===== src/rtl/lf_cmd_pkg.sv =====
// Shared definitions for the LF SPI command receiver: opcodes, reset defaults,
// frame geometry and controller state encoding.
package lf_cmd_pkg;

    localparam logic [3:0] CMD_SET_CONF       = 4'h1;
    localparam logic [3:0] CMD_SET_DIVISOR    = 4'h2;
    localparam logic [3:0] CMD_SET_USER_BYTE1 = 4'h3;

    localparam logic [7:0] CONF_RST         = 8'h00;
    localparam logic [7:0] DIVISOR_RST      = 8'd95;
    localparam logic [7:0] USER_BYTE1_RST   = 8'd127;
    localparam logic [7:0] CONF_EDGE_DETECT = 8'h01;

    localparam logic [4:0] FRAME_BITS  = 5'd16;
    localparam logic [4:0] BIT_CNT_MAX = 5'd17;

    typedef enum logic [1:0] {
        ST_IDLE   = 2'd0,
        ST_SHIFT  = 2'd1,
        ST_DECODE = 2'd2
    } state_t;

    // Counter stops at 17 so any over-long frame still reads as "not 16".
    function automatic logic [4:0] bit_cnt_inc(input logic [4:0] cnt);
        return (cnt == BIT_CNT_MAX) ? cnt : cnt + 5'd1;
    endfunction

endpackage


===== src/rtl/lf_spi_cmd_rx_if.sv =====
// SPI pins plus decoded register/strobe outputs of the LF command receiver.
interface lf_spi_cmd_rx_if;

    logic       spck;
    logic       ncs;
    logic       mosi;
    logic       miso;
    logic [7:0] conf_word;
    logic [7:0] divisor;
    logic [7:0] user_byte1;
    logic       conf_stb;
    logic       div_stb;
    logic       ub1_stb;
    logic       frame_err;

    modport master (
        output spck, ncs, mosi,
        input  miso, conf_word, divisor, user_byte1,
        input  conf_stb, div_stb, ub1_stb, frame_err
    );

    modport slave (
        input  spck, ncs, mosi,
        output miso, conf_word, divisor, user_byte1,
        output conf_stb, div_stb, ub1_stb, frame_err
    );

endinterface


===== src/rtl/sync_edge.sv =====
// Two-flop synchronizer plus history flop; edges are reported as sync != history.
module sync_edge #(
    parameter logic RST_VAL = 1'b0
) (
    input  logic pck0,
    input  logic nreset,
    input  logic din,
    output logic level,
    output logic rise,
    output logic fall
);

    logic s_p0, s_p1, hist_p2;

    always_ff @(posedge pck0) begin
        if (!nreset) begin
            s_p0    <= RST_VAL;
            s_p1    <= RST_VAL;
            hist_p2 <= RST_VAL;
        end else begin
            s_p0    <= din;
            s_p1    <= s_p0;
            hist_p2 <= s_p1;
        end
    end

    assign level = s_p1;
    assign rise  = s_p1 & ~hist_p2;
    assign fall  = ~s_p1 & hist_p2;

endmodule


===== src/rtl/lf_spi_cmd_rx.sv =====
// Receives 16-bit SPI command frames, decodes them into the LF mode/divisor/user
// registers and streams {conf_word, user_byte1} back on miso.
module lf_spi_cmd_rx
    import lf_cmd_pkg::*;
(
    input  logic     pck0,
    input  logic     nreset,
    lf_spi_cmd_rx_if.slave bus
);

    logic spck_lvl, spck_rise, spck_fall;
    logic ncs_lvl, ncs_rise, ncs_fall;
    logic mosi_lvl, mosi_rise, mosi_fall;

    sync_edge #(.RST_VAL(1'b0)) u_sync_spck (
        .pck0(pck0), .nreset(nreset), .din(bus.spck),
        .level(spck_lvl), .rise(spck_rise), .fall(spck_fall)
    );
    sync_edge #(.RST_VAL(1'b1)) u_sync_ncs (
        .pck0(pck0), .nreset(nreset), .din(bus.ncs),
        .level(ncs_lvl), .rise(ncs_rise), .fall(ncs_fall)
    );
    sync_edge #(.RST_VAL(1'b0)) u_sync_mosi (
        .pck0(pck0), .nreset(nreset), .din(bus.mosi),
        .level(mosi_lvl), .rise(mosi_rise), .fall(mosi_fall)
    );

    state_t      state, state_nxt;
    logic [4:0]  bit_cnt;
    logic [15:0] shift_reg;
    logic [15:0] miso_sr;
    logic [7:0]  conf_q, div_q, ub1_q;
    logic        conf_stb_q, div_stb_q, ub1_stb_q, frame_err_q;
    logic [1:0]  flush_cnt;
    logic        armed;
    logic        load_en, shift_en, decode_en;
    logic [3:0]  opcode;
    logic [7:0]  data;

    assign opcode = shift_reg[15:12];
    assign data   = shift_reg[7:0];

    // The ncs synchronizer resets high, so a pin held low through reset would
    // look like a falling edge; frames are only accepted once ncs has been
    // seen high after the synchronizer has flushed.
    always_ff @(posedge pck0) begin
        if (!nreset) begin
            flush_cnt <= 2'd0;
            armed     <= 1'b0;
        end else begin
            if (flush_cnt != 2'd3)
                flush_cnt <= flush_cnt + 2'd1;
            if (flush_cnt == 2'd3 && ncs_lvl)
                armed <= 1'b1;
        end
    end

    always_ff @(posedge pck0) begin
        if (!nreset)
            state <= ST_IDLE;
        else
            state <= state_nxt;
    end

    always_comb begin
        state_nxt = state;
        load_en   = 1'b0;
        shift_en  = 1'b0;
        decode_en = 1'b0;
        case (state)
            ST_IDLE: begin
                if (ncs_fall && armed) begin
                    load_en   = 1'b1;
                    state_nxt = ST_SHIFT;
                end
            end
            ST_SHIFT: begin
                if (ncs_rise)
                    state_nxt = ST_DECODE;
                else if (spck_rise)
                    shift_en = 1'b1;
            end
            ST_DECODE: begin
                decode_en = 1'b1;
                state_nxt = ST_IDLE;
            end
            default: state_nxt = ST_IDLE;
        endcase
    end

    always_ff @(posedge pck0) begin
        if (!nreset) begin
            bit_cnt     <= 5'd0;
            shift_reg   <= 16'h0000;
            miso_sr     <= 16'h0000;
            conf_q      <= CONF_RST;
            div_q       <= DIVISOR_RST;
            ub1_q       <= USER_BYTE1_RST;
            conf_stb_q  <= 1'b0;
            div_stb_q   <= 1'b0;
            ub1_stb_q   <= 1'b0;
            frame_err_q <= 1'b0;
        end else begin
            conf_stb_q  <= 1'b0;
            div_stb_q   <= 1'b0;
            ub1_stb_q   <= 1'b0;
            frame_err_q <= 1'b0;
            if (load_en) begin
                bit_cnt <= 5'd0;
                miso_sr <= {conf_q, ub1_q};
            end
            if (shift_en) begin
                shift_reg <= {shift_reg[14:0], mosi_lvl};
                bit_cnt   <= bit_cnt_inc(bit_cnt);
                miso_sr   <= {miso_sr[14:0], 1'b0};
            end
            if (decode_en) begin
                if (bit_cnt == FRAME_BITS) begin
                    case (opcode)
                        CMD_SET_CONF: begin
                            conf_q     <= data;
                            conf_stb_q <= 1'b1;
                            // Selecting edge-detect mode restores the default threshold.
                            if (data == CONF_EDGE_DETECT)
                                ub1_q <= USER_BYTE1_RST;
                        end
                        CMD_SET_DIVISOR: begin
                            div_q     <= data;
                            div_stb_q <= 1'b1;
                        end
                        CMD_SET_USER_BYTE1: begin
                            ub1_q     <= data;
                            ub1_stb_q <= 1'b1;
                        end
                        default: ;
                    endcase
                end else begin
                    frame_err_q <= 1'b1;
                end
            end
        end
    end

    assign bus.miso       = miso_sr[15];
    assign bus.conf_word  = conf_q;
    assign bus.divisor    = div_q;
    assign bus.user_byte1 = ub1_q;
    assign bus.conf_stb   = conf_stb_q;
    assign bus.div_stb    = div_stb_q;
    assign bus.ub1_stb    = ub1_stb_q;
    assign bus.frame_err  = frame_err_q;

    logic unused_sigs;
    assign unused_sigs = ^{spck_lvl, spck_fall, mosi_rise, mosi_fall, shift_reg[11:8]};

endmodule


===== src/flat_wrapper.sv =====
// flat-port wrapper written by rule: the top's interface ports become plain ports
module lf_spi_cmd_rx_flat import lf_cmd_pkg::*;
  (pck0, nreset, bus_spck, bus_ncs, bus_mosi, bus_miso, bus_conf_word, bus_divisor, bus_user_byte1, bus_conf_stb, bus_div_stb, bus_ub1_stb, bus_frame_err);
  lf_spi_cmd_rx_if bus_i ();
  input  logic pck0;
  input  logic nreset;
  input wire logic [$bits(bus_i.spck)-1:0] bus_spck;
  input wire logic [$bits(bus_i.ncs)-1:0] bus_ncs;
  input wire logic [$bits(bus_i.mosi)-1:0] bus_mosi;
  output wire logic [$bits(bus_i.miso)-1:0] bus_miso;
  output wire logic [$bits(bus_i.conf_word)-1:0] bus_conf_word;
  output wire logic [$bits(bus_i.divisor)-1:0] bus_divisor;
  output wire logic [$bits(bus_i.user_byte1)-1:0] bus_user_byte1;
  output wire logic [$bits(bus_i.conf_stb)-1:0] bus_conf_stb;
  output wire logic [$bits(bus_i.div_stb)-1:0] bus_div_stb;
  output wire logic [$bits(bus_i.ub1_stb)-1:0] bus_ub1_stb;
  output wire logic [$bits(bus_i.frame_err)-1:0] bus_frame_err;
  assign bus_i.spck = bus_spck;
  assign bus_i.ncs = bus_ncs;
  assign bus_i.mosi = bus_mosi;
  assign bus_miso = bus_i.miso;
  assign bus_conf_word = bus_i.conf_word;
  assign bus_divisor = bus_i.divisor;
  assign bus_user_byte1 = bus_i.user_byte1;
  assign bus_conf_stb = bus_i.conf_stb;
  assign bus_div_stb = bus_i.div_stb;
  assign bus_ub1_stb = bus_i.ub1_stb;
  assign bus_frame_err = bus_i.frame_err;
  lf_spi_cmd_rx u_core (.pck0(pck0), .nreset(nreset), .bus(bus_i));
endmodule

===== config.mk =====
export PLATFORM = sky130hd
export DESIGN_NAME = lf_spi_cmd_rx_flat
export DESIGN_NICKNAME = d
export VERILOG_FILES = /design/src/rtl/lf_cmd_pkg.sv /design/src/rtl/lf_spi_cmd_rx_if.sv /design/src/rtl/sync_edge.sv /design/src/rtl/lf_spi_cmd_rx.sv /design/src/flat_wrapper.sv
export SDC_FILE = /design/constraint.sdc
export NUM_CORES = 1
export LEC_CHECK = 0
export BUFFER_PORTS_ARGS = -buffer_cell sky130_fd_sc_hd__buf_4
export CAP_MARGIN = 20
export CORE_ASPECT_RATIO = 1.75
export CORE_MARGIN = 2
export CORE_UTILIZATION = 35
export DETAILED_ROUTE_END_ITERATION = 10
export PLACE_DENSITY = 0.51
export SETUP_SLACK_MARGIN = 0.02
export SLEW_MARGIN = 20
export SYNTH_ARGS = -nofsm -noshare
export SYNTH_HDL_FRONTEND = slang
export SYNTH_HIERARCHICAL = 1
export SYNTH_SLANG_ARGS = --single-unit

===== constraint.sdc =====
create_clock -name pck0 -period 1.6 [get_ports pck0]
set_input_delay 0.32 -clock pck0 [delete_from_list [all_inputs] [get_ports pck0]]
set_output_delay 0.32 -clock pck0 [all_outputs]
set_load 0.05 [all_outputs]

==> results.env <==
FINAL.MIN_CLOCK_PERIOD_NS=1.49
PORT_BUFFERS=33
HOLD_PATH_END='u_core/u_sync_ncs/s_p0$_SDFF_PN1_'
AREA_OCCUPIED_BY_REGISTERS_SQ_MM=0.00156
FIN_NETS=390
TOTAL_NUMBER_OF_VIAS=2390
TIMING.CRITICAL_PATH.TO_TYPE='flop'
ANTENNA_VIOLATING_NETS_POST_ROUTE=0
DETAILED_PLACE.AREA_SQ_MM=0.00347
POST-ROUTE-CELL-AREA_SQ_MM=0.00391
INITIAL_UTILIZATION_PCT=35.9
FINAL_LAYOUT_SIZE_SUFFIX_GT1_SHARE_PCT=25.7
FINAL-HOLD-VIOLATION-COUNT=0
INITIALDRTVIOLATIONCOUNT=58
POST_CTS_HOLD_BUFFER_COUNT=0
WORST_R2R_ENDPOINT='u_core/bus.conf_word[6]$_SDFFE_PN0P_'
POST-PLACE-CELLS=458
CRIT_TYPE='reg -> reg'
DETAILEDROUTE.FIRSTPASSITERATIONCOUNT=4
CLOCK-ROOT-BUFFER='clkbuf_16'
REMAINING_DRC_ERRORS=0
R2R_START='u_core/bit_cnt[1]$_SDFFE_PN0P_'
YOSYS_WARNINGS=6
ROUTE.FINAL.WIRE_LENGTH_UM=6780
ANTENNA-DIODE-COUNT=0
SETUP.REG_TO_REG.WORST_SLACK_NS=0.11
AGGREGATE_GLOBAL_ROUTE_RESOURCE_USAGE_PCT=15.8
LEAKAGEPOWER_nW=1.53
DIEHEIGHT_UM=126
WORST_SKEW_PAIR.LATE_LATENCY_NS=0.33
DP_HPWL_UM=4540
RUN_STATUS='finished clean'
MIN_DELAY_PATH_DEPTH=2
WORSTSETUPSTARTPOINTTYPE='flop'
FIN_SKEW_NS=0.00686
FIN_CELLS=477
WORSTMARGINPINSLEW_NS=0.325
GLOBAL_ROUTE_WIRE_LENGTH_BEFORE_REPAIR_UM=11400
RELSLEWSLACK_PCT=78.1
MAX_CAP_VIOL=0
MOSTFREQUENTLAYOUTCELLS='dfxtp_1 (76), nand2_1 (64), buf_4 (59)'
CTS.CLK_SLEW.WORST_PATHS_NS=0.06
FLOORPLAN.ROWS=44
CP.REQUIRED_NS=1.86
TRITONCTS='done'
LAYOUT_WORST_PATH_CYCLE_SHARE_PCT=93.3
CLOCK_SINK_COUNT=78
FINAL.FILL_COUNT=811
HOLD_CLASS='in -> reg'
GRT_ANTENNA_BEFORE_REPAIR=0
GRT_START_MAX_NET_PINS=49
DRT-VIAS-PER-INSTANCE=5.01
MAPPEDNETLISTNETS=336
WIRE_PER_INST_UM=14.2
PWR_DENSITY_CELL_mW_PER_MM2=1050
SYN-INSTANCE-COUNT=327
POST_SYNTH_INSTANCE_AREA_SQ_MM=0.00297
DIE_AREA_SQ_MM=0.00926
VIAS_IN_THE_FIRST_GLOBAL_ROUTE=2354
BOUNDARYPINS=34
GP_ROUTABILITY_CONGESTION=0.730
FLOORPLAN.CORE_AREA_SQ_MM=0.00826
SYNTH.AVG_CELL_AREA_SQ_UM=9.08
SLEW_VIOL_FINAL=0
IR_WORST_VDD_mV=0.539
FF2FF_PATH_DEPTH=7
LAYOUT_COMMONEST_CELL='dfxtp_1'
CTS.PATH.MAX_BUFFERS=2
OVERFLOW=0
AREA_GROWTH_PCT=31.6
AREA_USED_BY_MULTI_INPUT_COMBINATIONAL_LOGIC_SQ_MM=0.00142
SETUP_VIOLATIONS=0
RSZ0062_AT_GRT='yes'
CTS-BUFFERS-INSERTED=9
POSTLAYOUTSETUPSLACKWORST_NS=0.107
DIE_X_UM=73.6
WORST-PATH-MAX-FANOUT=8
CTS-HTREE-LEVELS=3
CP.ARRIVAL_NS=1.76
WORSTHOLDSTART='bus_ncs'
MAXCLOCKFREQUENCY_MHz=670
PRE_CTS_SLACK_NS=0.0173
routing by layer:
layer	track usage [%]	wire length (um)	share of wire, %
met1	18.6	2890	43
met5	0	0	0
met3	4.48	204	3.0
met2	25.9	3540	52
met4	7.17	144	2.1
metrics by stage:
stage | setup TNS, ns | hold WS, ns | total power, W | util [%]
after floorplan | 0 | 0.386 | 0.00209 | -
after global placement | 0 | 0.400 | 0.00213 | 42.0
after detailed placement | 0 | 0.396 | 0.00213 | 42.0
after CTS | 0 | 0.159 | 0.00418 | 46.1
after global routing | -0.0320 | 0.169 | 0.00427 | 47.3
final | 0 | 0.171 | 0.00411 | 47.3
power breakdown:
group | switching (W) | total (W) | leakage (nW) | internal, W
sequential | 0.0000137 | 0.00198 | 0.632 | 0.00197
combinational | 0.0000623 | 0.000106 | 0.752 | 0.0000438
clock | 0.000733 | 0.00202 | 0.149 | 0.00128
worst max-delay path, cell delays in order (launching register included):
cell	delay (ns)
dfxtp_2	0.33
inv_2	0.09
ha_4	0.15
nand4bb_4	0.13
nor4bb_4	0.38
buf_6	0.19
nand3_1	0.08
o21ai_1	0.08
worst max-delay path by stage:
stage | from | to | slack (ns) | depth (start not counted)
detailed placement | u_core/u_sync_ncs/level$_SDFF_PN1_ | u_core/bit_cnt[0]$_SDFFE_PN0P_ | 0.02 | 5
global route | u_core/bit_cnt[1]$_SDFFE_PN0P_ | u_core/bus.conf_word[2]$_SDFFE_PN0P_ | -0.02 | 7
finish | u_core/bit_cnt[1]$_SDFFE_PN0P_ | u_core/bus.conf_word[6]$_SDFFE_PN0P_ | 0.11 | 7
CTS | u_core/bit_cnt[4]$_SDFFE_PN0P_ | u_core/bus.divisor[0]$_SDFFE_PN1P_ | 0.01 | 5
floorplan | u_core/u_sync_ncs/level$_SDFF_PN1_ | u_core/bit_cnt[0]$_SDFFE_PN0P_ | 0.03 | 6
global placement | u_core/bit_cnt[1]$_SDFFE_PN0P_ | u_core/bus.conf_word[6]$_SDFFE_PN0P_ | 0.06 | 7
what timing repair did:
| action | CTS | global route |
|---|---|---|
| setup buffers | 0 | 3 |
| gates cloned | 1 | 0 |
| pin swaps | 1 | 5 |
| setup endpoints to repair | 3 | 57 |
| gates resized for setup | 5 | 26 |
layout make-up:
class                           count  share of cell area (%)
Sequential cell                    78                    40.0
Multi-Input combinational cell    225                    36.2
Timing Repair Buffer               63                    12.7
Clock buffer                       12                    6.57
Tap cell                           92                    2.95
Clock inverter                      3                    1.12
Inverter                            4                   0.384
Note: power is estimated with default switching activity, not from simulation.
